<file path="src/rtl/score_board.sv">
// Register-hazard tracker and dual-issue scheduler.
// Tracks the in-flight writer of every architectural register through the
// EX -> MEM -> CMT pipeline, reports per-source bypass selects and readiness,
// and decides how many of the two offered in-order instructions issue.
module score_board #(
    parameter int NUM_REGS = 32,
    parameter int ADDR_W   = 5,
    parameter int SEL_W    = 3
) (
    input  logic                   clk,
    input  logic                   rst,
    input  logic                   flush,
    input  logic [1:0]             req_valid,
    input  logic [1:0]             req_wen,
    input  logic [1:0][ADDR_W-1:0] req_dst,
    input  logic [1:0]             req_is_load,
    input  logic [3:0]             req_src_used,
    input  logic [3:0][ADDR_W-1:0] req_src,
    output logic [3:0][SEL_W-1:0]  src_sel,
    output logic [3:0]             src_ready,
    output logic [1:0]             issue_grant,
    output logic [1:0]             issue_count
);

    typedef enum logic [1:0] {
        ST_EX   = 2'd0,
        ST_MEM  = 2'd1,
        ST_CMT  = 2'd2,
        ST_NONE = 2'd3
    } stage_t;

    // Per-register producer record (entry 0 is never written).
    logic   ent_valid_r [NUM_REGS];
    stage_t ent_stage_r [NUM_REGS];
    logic   ent_lane_r  [NUM_REGS];
    logic   ent_load_r  [NUM_REGS];

    logic   nxt_valid_s [NUM_REGS];
    stage_t nxt_stage_s [NUM_REGS];
    logic   nxt_lane_s  [NUM_REGS];
    logic   nxt_load_s  [NUM_REGS];

    logic   raw_s;
    logic   wr0_s;
    logic   wr1_s;

    // Producer lookup: translate each used source into a bypass select and readiness.
    always_comb begin
        for (int j = 0; j < 4; j++) begin
            src_sel[j]   = SEL_W'(0);
            src_ready[j] = 1'b1;
            if (req_src_used[j] && (req_src[j] != ADDR_W'(0)) && ent_valid_r[req_src[j]]) begin
                case (ent_stage_r[req_src[j]])
                    ST_EX: begin
                        // A load still in EX has no data yet: load-use stall.
                        src_sel[j]   = ent_lane_r[req_src[j]] ? SEL_W'(2) : SEL_W'(1);
                        src_ready[j] = ~ent_load_r[req_src[j]];
                    end
                    ST_MEM: begin
                        src_sel[j]   = ent_lane_r[req_src[j]] ? SEL_W'(4) : SEL_W'(3);
                        src_ready[j] = 1'b1;
                    end
                    ST_CMT: begin
                        src_sel[j]   = ent_lane_r[req_src[j]] ? SEL_W'(6) : SEL_W'(5);
                        src_ready[j] = 1'b1;
                    end
                    default: begin
                        src_sel[j]   = SEL_W'(0);
                        src_ready[j] = 1'b1;
                    end
                endcase
            end else begin
                src_sel[j]   = SEL_W'(0);
                src_ready[j] = 1'b1;
            end
        end
    end

    // In-order issue decision; lane1 also blocked by a RAW on lane0's destination.
    always_comb begin
        raw_s = req_wen[0] && (req_dst[0] != ADDR_W'(0)) &&
                ((req_src_used[2] && (req_src[2] == req_dst[0])) ||
                 (req_src_used[3] && (req_src[3] == req_dst[0])));
        issue_grant[0] = req_valid[0] & src_ready[0] & src_ready[1];
        issue_grant[1] = issue_grant[0] & req_valid[1] & src_ready[2] & src_ready[3] & ~raw_s;
        issue_count    = {1'b0, issue_grant[0]} + {1'b0, issue_grant[1]};
        wr0_s          = issue_grant[0] && req_wen[0] && (req_dst[0] != ADDR_W'(0));
        wr1_s          = issue_grant[1] && req_wen[1] && (req_dst[1] != ADDR_W'(0));
    end

    // Next table state: a new write (lane1 over lane0) beats the advancing entry.
    always_comb begin
        for (int r = 0; r < NUM_REGS; r++) begin
            nxt_valid_s[r] = 1'b0;
            nxt_stage_s[r] = ST_EX;
            nxt_lane_s[r]  = ent_lane_r[r];
            nxt_load_s[r]  = ent_load_r[r];
            if (wr1_s && (req_dst[1] == ADDR_W'(r))) begin
                nxt_valid_s[r] = 1'b1;
                nxt_stage_s[r] = ST_EX;
                nxt_lane_s[r]  = 1'b1;
                nxt_load_s[r]  = req_is_load[1];
            end else if (wr0_s && (req_dst[0] == ADDR_W'(r))) begin
                nxt_valid_s[r] = 1'b1;
                nxt_stage_s[r] = ST_EX;
                nxt_lane_s[r]  = 1'b0;
                nxt_load_s[r]  = req_is_load[0];
            end else if (ent_valid_r[r]) begin
                case (ent_stage_r[r])
                    ST_EX: begin
                        nxt_valid_s[r] = 1'b1;
                        nxt_stage_s[r] = ST_MEM;
                    end
                    ST_MEM: begin
                        nxt_valid_s[r] = 1'b1;
                        nxt_stage_s[r] = ST_CMT;
                    end
                    default: begin
                        // CMT retires into the regfile; anything else is dropped.
                        nxt_valid_s[r] = 1'b0;
                        nxt_stage_s[r] = ST_NONE;
                    end
                endcase
            end else begin
                nxt_valid_s[r] = 1'b0;
                nxt_stage_s[r] = ST_NONE;
            end
        end
    end

    // Table registers; reset and flush empty the table and override same-cycle writes.
    always_ff @(posedge clk) begin
        for (int r = 0; r < NUM_REGS; r++) begin
            if (rst || flush) begin
                ent_valid_r[r] <= 1'b0;
                ent_stage_r[r] <= ST_NONE;
                ent_lane_r[r]  <= 1'b0;
                ent_load_r[r]  <= 1'b0;
            end else begin
                ent_valid_r[r] <= nxt_valid_s[r];
                ent_stage_r[r] <= nxt_stage_s[r];
                ent_lane_r[r]  <= nxt_lane_s[r];
                ent_load_r[r]  <= nxt_load_s[r];
            end
        end
    end

endmodule

</file>
<file path="config.mk">
export PLATFORM = sky130hd
export DESIGN_NAME = score_board
export DESIGN_NICKNAME = d
export VERILOG_FILES = /design/src/rtl/score_board.sv
export SDC_FILE = /design/constraint.sdc
export NUM_CORES = 1
export LEC_CHECK = 0
export ABC_AREA = 1
export CORE_UTILIZATION = 40
export DETAILED_ROUTE_END_ITERATION = 6
export PLACE_DENSITY = 0.7
export SLEW_MARGIN = 20
export SYNTH_ARGS = -nofsm -noshare
export SYNTH_HDL_FRONTEND = slang
export SYNTH_SLANG_ARGS = --single-unit
export TNS_END_PERCENT = 5
</file>
<file path="constraint.sdc">
create_clock -name clk -period 2.2 [get_ports clk]
set_input_delay 0.22 -clock clk [delete_from_list [all_inputs] [get_ports clk]]
set_output_delay 0.22 -clock clk [all_outputs]
set_load 0.1 [all_outputs]
</file>
==> results of run 1 <==
[worst max-delay path: cells and delay by family, from the launching register on]
kind | cells | cell delay [ns]
and+or+nand+nor | 8 | 0.91
adders and majority gates | 1 | 0.26
buffers and inverters | 4 | 0.45
DFF | 1 | 0.34
AOI/OAI and AO/OA | 1 | 0.31
[placed cells by master (no fill, tap or decap), types with 3 or more instances in the layout]
cell type	count
nand2_1	695
buf_4	440
nand3_1	305
nor2_1	222
inv_1	139
o21ai_0	117
a21oi_1	105
nand3_2	92
buf_12	82
edfxtp_1	64
dfxtp_1	64
nand2_2	59
o21ai_1	59
nand3_4	45
inv_2	40
clkdlybuf4s50_1	28
buf_6	27
nor2_2	26
o211ai_1	25
nor2_4	23
dfxtp_2	23
clkbuf_16	18
a21oi_2	15
nand2_4	14
nor3_1	13
dfxtp_4	9
inv_4	6
nand4_1	5
o22ai_1	5
inv_6	5
buf_2	4
inv_8	3
nor3_4	3
clkinv_8	3
dlygate4sd2_1	3
[per-layer routing]
| metal | track usage | vias up | wire (um) |
|---|---|---|---|
| li1 | - | 8651 | - |
| met1 | 0.5587 | 8793 | 29350 |
| met5 | 0 | - | 0 |
| met2 | 0.6288 | 1367 | 32460 |
| met4 | 0.2593 | 0 | 4972 |
| met3 | 0.1031 | 279 | 9788 |
[per-stage QoR]
stage	utilization	hold slack, ns
2_1_floorplan	-	0.3783
3_3_place_gp	0.5546	0.4836
3_5_place_dp	0.5546	0.4829
4_1_cts	0.5948	0.4922
5_1_grt	0.6209	0.5518
6_report	0.6209	0.4911
[worst paths after layout]
path                                          end  slack [ns]
worst max-delay path               issue_count[0]       -0.78
worst min-delay path            ent_stage_r[2][1]        0.49
worst max register to register    ent_valid_r[23]       -0.63
worst min register to register  ent_stage_r[2][1]        0.49
[kinds of logic (layout without fill, tap and decap cells)]
group,after synthesis,in the layout,synth area share
DFF,160,160,0.2750
xor gates and xnor gates,2,2,0.001254
other,1,2,0.0002683
adders and majority gates,1,1,0.0008952
buffers and inverters,345,811,0.1121
AOI/OAI and AO/OA,346,346,0.1319
and+or+nand+nor,1504,1504,0.4786
[area by class of cell]
type                       count  area, um^2  area share
multi-input combinational   1855        9859      0.4608
sequential                   160        3906      0.1826
timing repair buffer         592        5741      0.2683
inverter                     187       725.7     0.03392
tap                          455       569.3     0.02661
clock buffer                  19       454.2     0.02123
clock inverter                13       138.9    0.006492
[sequential cells by signal, indices dropped and copies added, names as in the netlist]
name         count
ent_load_r      32
ent_stage_r     64
ent_valid_r     32
ent_lane_r      32
[Yosys cell counts (2+ instances only)]
cell      number
nand2_1      743
inv_2         10
nand2_2       26
o22ai_1        5
a221oi_1       2
buf_6          6
nor3_1        16
clkbuf_1      56
o21ai_0      155
edfxtp_1      64
dfxtp_1       96
buf_2         65
buf_12         3
xor2_1         2
a21oi_1      122
nor2_1       268
a211oi_1       3
nand4_1        5
nor2_2         3
inv_1        175
a31oi_1        4
o221ai_1       3
buf_4         25
buf_1          3
o21ai_1       23
o211ai_1      25
nand3_4       29
a22oi_1        2
nand3_1      412
[power by group]
group / internal (mW) / leakage (nW) / switching [mW]
Combinational: 1.22 / 8.14 / 1.93
Clock: 1.58 / 0.291 / 1.58
Sequential: 3.13 / 1.49 / 0.0754
Total: 5.93 / 9.92 / 3.59
[what timing repair did]
item,in CTS,in global routing
pin swaps,44,98
buffers inserted,22,10
setup endpoints to repair,237,237
cloned,3,0
resized for setup,157,236
endpoints found under the hold margin,0,0
==> flow_summary_export.csv, run 1 <==
group,metric,value,unit
worst_setup_path,startpoint,"ent_stage_r[24][0]",
cts,htreeDepth,4,
timing,finalSetupTns,-107.05,ns
worst_hold_path,min_path_cells,2,
worst_setup_path,reg2reg_depth,19,
cts,path_clk_slew,0.08,ns
synth,yosys_warnings,0,
power_and_ir_drop,ir_drop,0.6163,mV
status,violations,"design-rule violations, negative setup slack",
cts,cts_root_buf,"clkbuf_16",
finish,design_area,21390,um^2
synth,ys_seq_area_frac,0.2750,
cts,ctsHoldBuffers,0,
route,drtIter0Drc,2846,
synth,yosysUniqueCellTypes,37,
worst_setup_path,crit_path_top_delay_cell,"dfxtp_2",
power_and_ir_drop,p_per_area,444.6,nW/um^2
cts,numCtsBuffers,17,
power_and_ir_drop,leakage,9.920,nW
worst_setup_path,cp-start-kind,"register",
global_route,antenna_found_initial,1,
synth,synth-edff-count,64,
route,vias,19090,
timing,maxSlewViolCount,0,
global_route,overflow,0,
synth,synth_flop_cell,"dfxtp_1",
status,status,"finished, violations left",
placed_design,pre_cts_ws,-1.180,ns
power_and_ir_drop,p_total,9.513,mW
route,firstDrtPassIters,7,
timing,rsz0062_at_grt,"true",
placed_design,dp_hpwl,58320,um
finish,num-fill-cells,3217,
floorplanning,start_util,0.4056,
synth,netlist_top_cells_area,"nand2_1 (20%), nand3_1 (15%), dfxtp_1 (14%)",
worst_hold_path,holdCritStartpoint,"ent_stage_r[2][0]",
synth,synth_top_area_cell,"nand2_1",
route,routed_wl,76580,um
cts,clk_path_buf_depth,2,
global_route,grt_pass1_vias,17580,
worst_setup_path,crit_type,"reg2out",
timing,fmax,0.3358,GHz
placed_design,placedCellCount,3215,
worst_setup_path,required,1.98,ns
floorplanning,fp.dieW,188.9,um
worst_setup_path,rr_startpoint,"ent_load_r[31]",
timing,tightest_slew,0.6203,ns
finish,final_nets,2857,
route,avgRoutedWirePerCell,23.34,um
cts,cts_sinks,160,
placed_design,placed_area,19110,um^2
timing,setup_slack,-0.7784,ns
floorplanning,coreArea,34460,um^2
synth,synth.avg_cell_area,5.924,um^2
timing,max-slew-margin-rel,0.5849,
cts,cts_tree,"done",
worst_setup_path,cp_max_fo,3,
floorplanning,die_y,188.9,um
floorplanning,io_pins,63,
synth,netlist_area,13970,um^2
worst_setup_path,critPathMaxStageDelay,0.34,ns
synth,ys_ff_latch,160,
worst_hold_path,hold_class,"reg2reg",
global_route,grt.total_usage,0.4257,
route,drt-vias-per-instance,5.818,
synth,netlist.area_leader.share,0.1996,
timing,setup_violations,237,
flow_run,cap_violations,0,
finish,stdcell_count,3281,
finish,n_antenna_cell,0,
synth,synthCells,2359,
timing,worst_clock_skew,0.01507,ns
worst_setup_path,cp_cell_sequence,"buf_6 -> o211ai_1 -> nand3_1 -> nand3_2 -> nand2_2 -> nand2_4 -> inv_4 -> nor2_4 -> nand2_4 -> nand3_4 -> nor2_8 -> buf_12 -> ha_4 -> buf_12",
route,drc_errors,3,
finish,syn_to_final_growth,53.09,%
cts,worstSkewPairLatency,0.47,ns
finish,final_layout_size_suffix_gt1_frac,0.3393,
timing,fin_crit,2.978,ns
worst_setup_path,endpoint_kind,"primary output",
global_route,grt_pass1_wl,111700,um
timing,finalCritPeriodShare,1.354,
placed_design,gp_congestion,1.089,
synth,async_reset_ff_frac,0,
floorplanning,fp.dieArea,35690,um^2
floorplanning,row_count,68,
route,ant_nets,0,
worst_setup_path,arrival,2.76,ns
timing,hold_viol_final,0,
global_route,grt_max_degree,70,
placed_design,portBuffers,62,
No activity file was read; power rests on OpenSTA's default activity.
==> run 2, diff against run 1 <==
- CORE_MARGIN: not set -> 2
- MAX_ROUTING_LAYER: not set -> met4
==> run 2 against run 1 <==
  * The run ends with negative setup slack left
  * Hold slack improved by 0.017 ns
  * Clock power about the same
  * Flip-flop and latch count unchanged
  * Global-route usage about the same
  * Final area decreased by 5.8%
  * Core utilization decreased by 3.6 points
  * Power decreased by 2.0%
  * Combinational power decreased by 6.7%
  * First-iteration DRC count decreased by 1.2%
  * Critical endpoint unchanged
  * Largest cell class unchanged
  * Largest power group unchanged
==> flow_summary_export.csv, run 2 (synthesized netlist as in run 1, its figures left out) <==
group,metric,value,unit
route,avgRoutedWirePerCell,23.31,um
timing,rsz0062_at_grt,"true",
timing,fin_crit,2.959,ns
global_route,grt.total_usage,0.4253,
status,violations,"negative setup slack",
flow_run,cap_violations,0,
worst_setup_path,endpoint_kind,"primary output",
finish,stdcell_count,3242,
placed_design,placedCellCount,3186,
cts,numCtsBuffers,17,
timing,fmax,0.3379,GHz
worst_setup_path,cp-start-kind,"register",
finish,largest_reg_flops,64,
timing,worst_clock_skew,0.02071,ns
finish,syn_to_final_growth,44.20,%
worst_hold_path,hold_class,"reg2reg",
finish,num-fill-cells,3404,
route,routed_wl,75590,um
power_and_ir_drop,leakage,9.458,nW
finish,final_nets,2816,
route,drc_errors,0,
placed_design,dp_hpwl,57970,um
cts,htreeDepth,4,
route,ant_nets,0,
floorplanning,die_y,190.9,um
worst_setup_path,reg2reg_depth,18,
cts,cts_tree,"done",
power_and_ir_drop,p_per_area,462.4,nW/um^2
global_route,overflow,0,
cts,cts_root_buf,"clkbuf_16",
worst_setup_path,rr_startpoint,"ent_load_r[29]",
status,status,"finished, violations left",
placed_design,portBuffers,62,
worst_setup_path,regToRegSetupSlack,-0.65,ns
floorplanning,fp.dieW,190.9,um
cts,cts_sinks,160,
finish,layout_common_cells,"nand2_1 (716), buf_4 (434), nand3_1 (367), nor2_1 (227), inv_1 (154)",
global_route,antenna_found_initial,2,
route,vias,18780,
route,drtIter0Drc,2811,
floorplanning,fp.dieArea,36450,um^2
timing,max-slew-margin-rel,0.5324,
finish,final_layout_size_suffix_gt1_frac,0.2916,
timing,setup_slack,-0.7593,ns
timing,hold_viol_final,0,
global_route,grt_pass1_vias,17050,
cts,clk_path_buf_depth,2,
worst_setup_path,arrival,2.74,ns
timing,finalCritPeriodShare,1.345,
worst_setup_path,cp_max_fo,4,
timing,setup_violations,237,
power_and_ir_drop,ir_drop,0.5510,mV
finish,top_register,"ent_stage_r",
global_route,grt_pass1_wl,109500,um
floorplanning,row_count,68,
finish,mostFrequentLayoutCell,"nand2_1",
floorplanning,io_pins,63,
global_route,grt_max_degree,71,
timing,finalSetupTns,-102.63,ns
floorplanning,start_util,0.4056,
cts,worstSkewPairLatency,0.47,ns
worst_setup_path,endpoint,"issue_count[0]",
route,firstDrtPassIters,6,
cts,path_clk_slew,0.09,ns
worst_setup_path,crit_type,"reg2out",
worst_setup_path,required,1.98,ns
worst_setup_path,reg2reg_to,"ent_load_r[21]",
timing,maxSlewViolCount,0,
placed_design,gp_congestion,1.051,
timing,tightest_slew,0.6989,ns
floorplanning,coreArea,34460,um^2
worst_setup_path,startpoint,"ent_valid_r[10]",
route,drt-vias-per-instance,5.793,
[run 2: cell count changes in the layout (fill, tap and decap cells not counted), moves of 10 or more]
cell     change
buf_6       -14
o21ai_0     +10
buf_12      -19
o21ai_1     -12
inv_2       -12
nand2_4     -10
nand3_2     -50
nand3_1     +62
nand3_4     -12
nand2_1     +21
nand2_2     -11
inv_1       +15
[run 2: where the power goes]
part	total (mW)	switching (mW)	internal, mW
logic	2.94	1.85	1.10
registers	3.21	0.0824	3.13
clock network	3.16	1.58	1.58
[run 2: worst max-delay path, cell delays in order, from the launching register on]
cell,delay (ns)
dfxtp_1,0.34
inv_1,0.08
a21oi_1,0.13
o21ai_0,0.11
nand3_1,0.16
nand3_2,0.15
nand2_1,0.12
nand2_1,0.07
nor2_2,0.18
nand2_4,0.09
nand3_4,0.14
buf_6,0.14
clkinvlp_4,0.09
ha_4,0.28
buf_12,0.16
[run 2: final cells by class]
cell class / count / area, um^2 / share of cell area
Clock inverter: 13 / 138.9 / 0.006892
Inverter: 187 / 718.2 / 0.03564
Clock buffer: 19 / 454.2 / 0.02254
Sequential cell: 160 / 3899 / 0.1935
Multi-Input combinational cell: 1855 / 9320 / 0.4625
Tap cell: 455 / 569.3 / 0.02825
Timing Repair Buffer: 551 / 5047 / 0.2505
Antenna cell: 2 / 5.005 / 0.0002484
[run 2: timing repair]
action | in CTS | in global routing
endpoints found under the setup margin | 237 | 237
resized for setup | 192 | 35
endpoints found under the hold margin | 0 | 0
setup buffers | 20 | 4
gates cloned | 0 | 0
pin swaps | 44 | 17
hold buffers | 0 | 0
[run 2: per-stage QoR]
stage	cell area, um^2	hold WS [ns]	util	power (mW)	setup WS (ns)
4_1_cts	20020	0.5200	0.5809	9.187	-0.6882
3_3_place_gp	18730	0.4827	0.5435	5.950	-1.210
6_report	20150	0.5081	0.5848	9.318	-0.7593
5_1_grt	20150	0.5238	0.5848	9.532	-0.8356
2_1_floorplan	14390	0.3783	-	4.720	-0.6430
3_5_place_dp	18730	0.5105	0.5435	5.967	-1.229
[run 2: metal layers]
layer,track usage,up-vias,routed length (um)
met4,0.2382,0,4912
met1,0.5549,8646,30160
met5,-,-,0
met2,0.6056,1312,31560
li1,-,8568,-
met3,0.09400,255,8950
[run 2: how the worst min path moves through the flow]
stage / start / depth (start not counted) / end / slack (ns)
global route: ent_stage_r[0][1] / 1 / ent_valid_r[0] / 0.52
CTS: ent_stage_r[0][1] / 1 / ent_valid_r[0] / 0.52
floorplan: ent_stage_r[0][0] / 1 / ent_stage_r[0][0] / 0.38
global placement: ent_stage_r[0][0] / 2 / ent_stage_r[0][1] / 0.48
detailed placement: ent_stage_r[0][1] / 1 / ent_valid_r[0] / 0.51
finish: ent_stage_r[3][0] / 2 / ent_stage_r[3][1] / 0.51
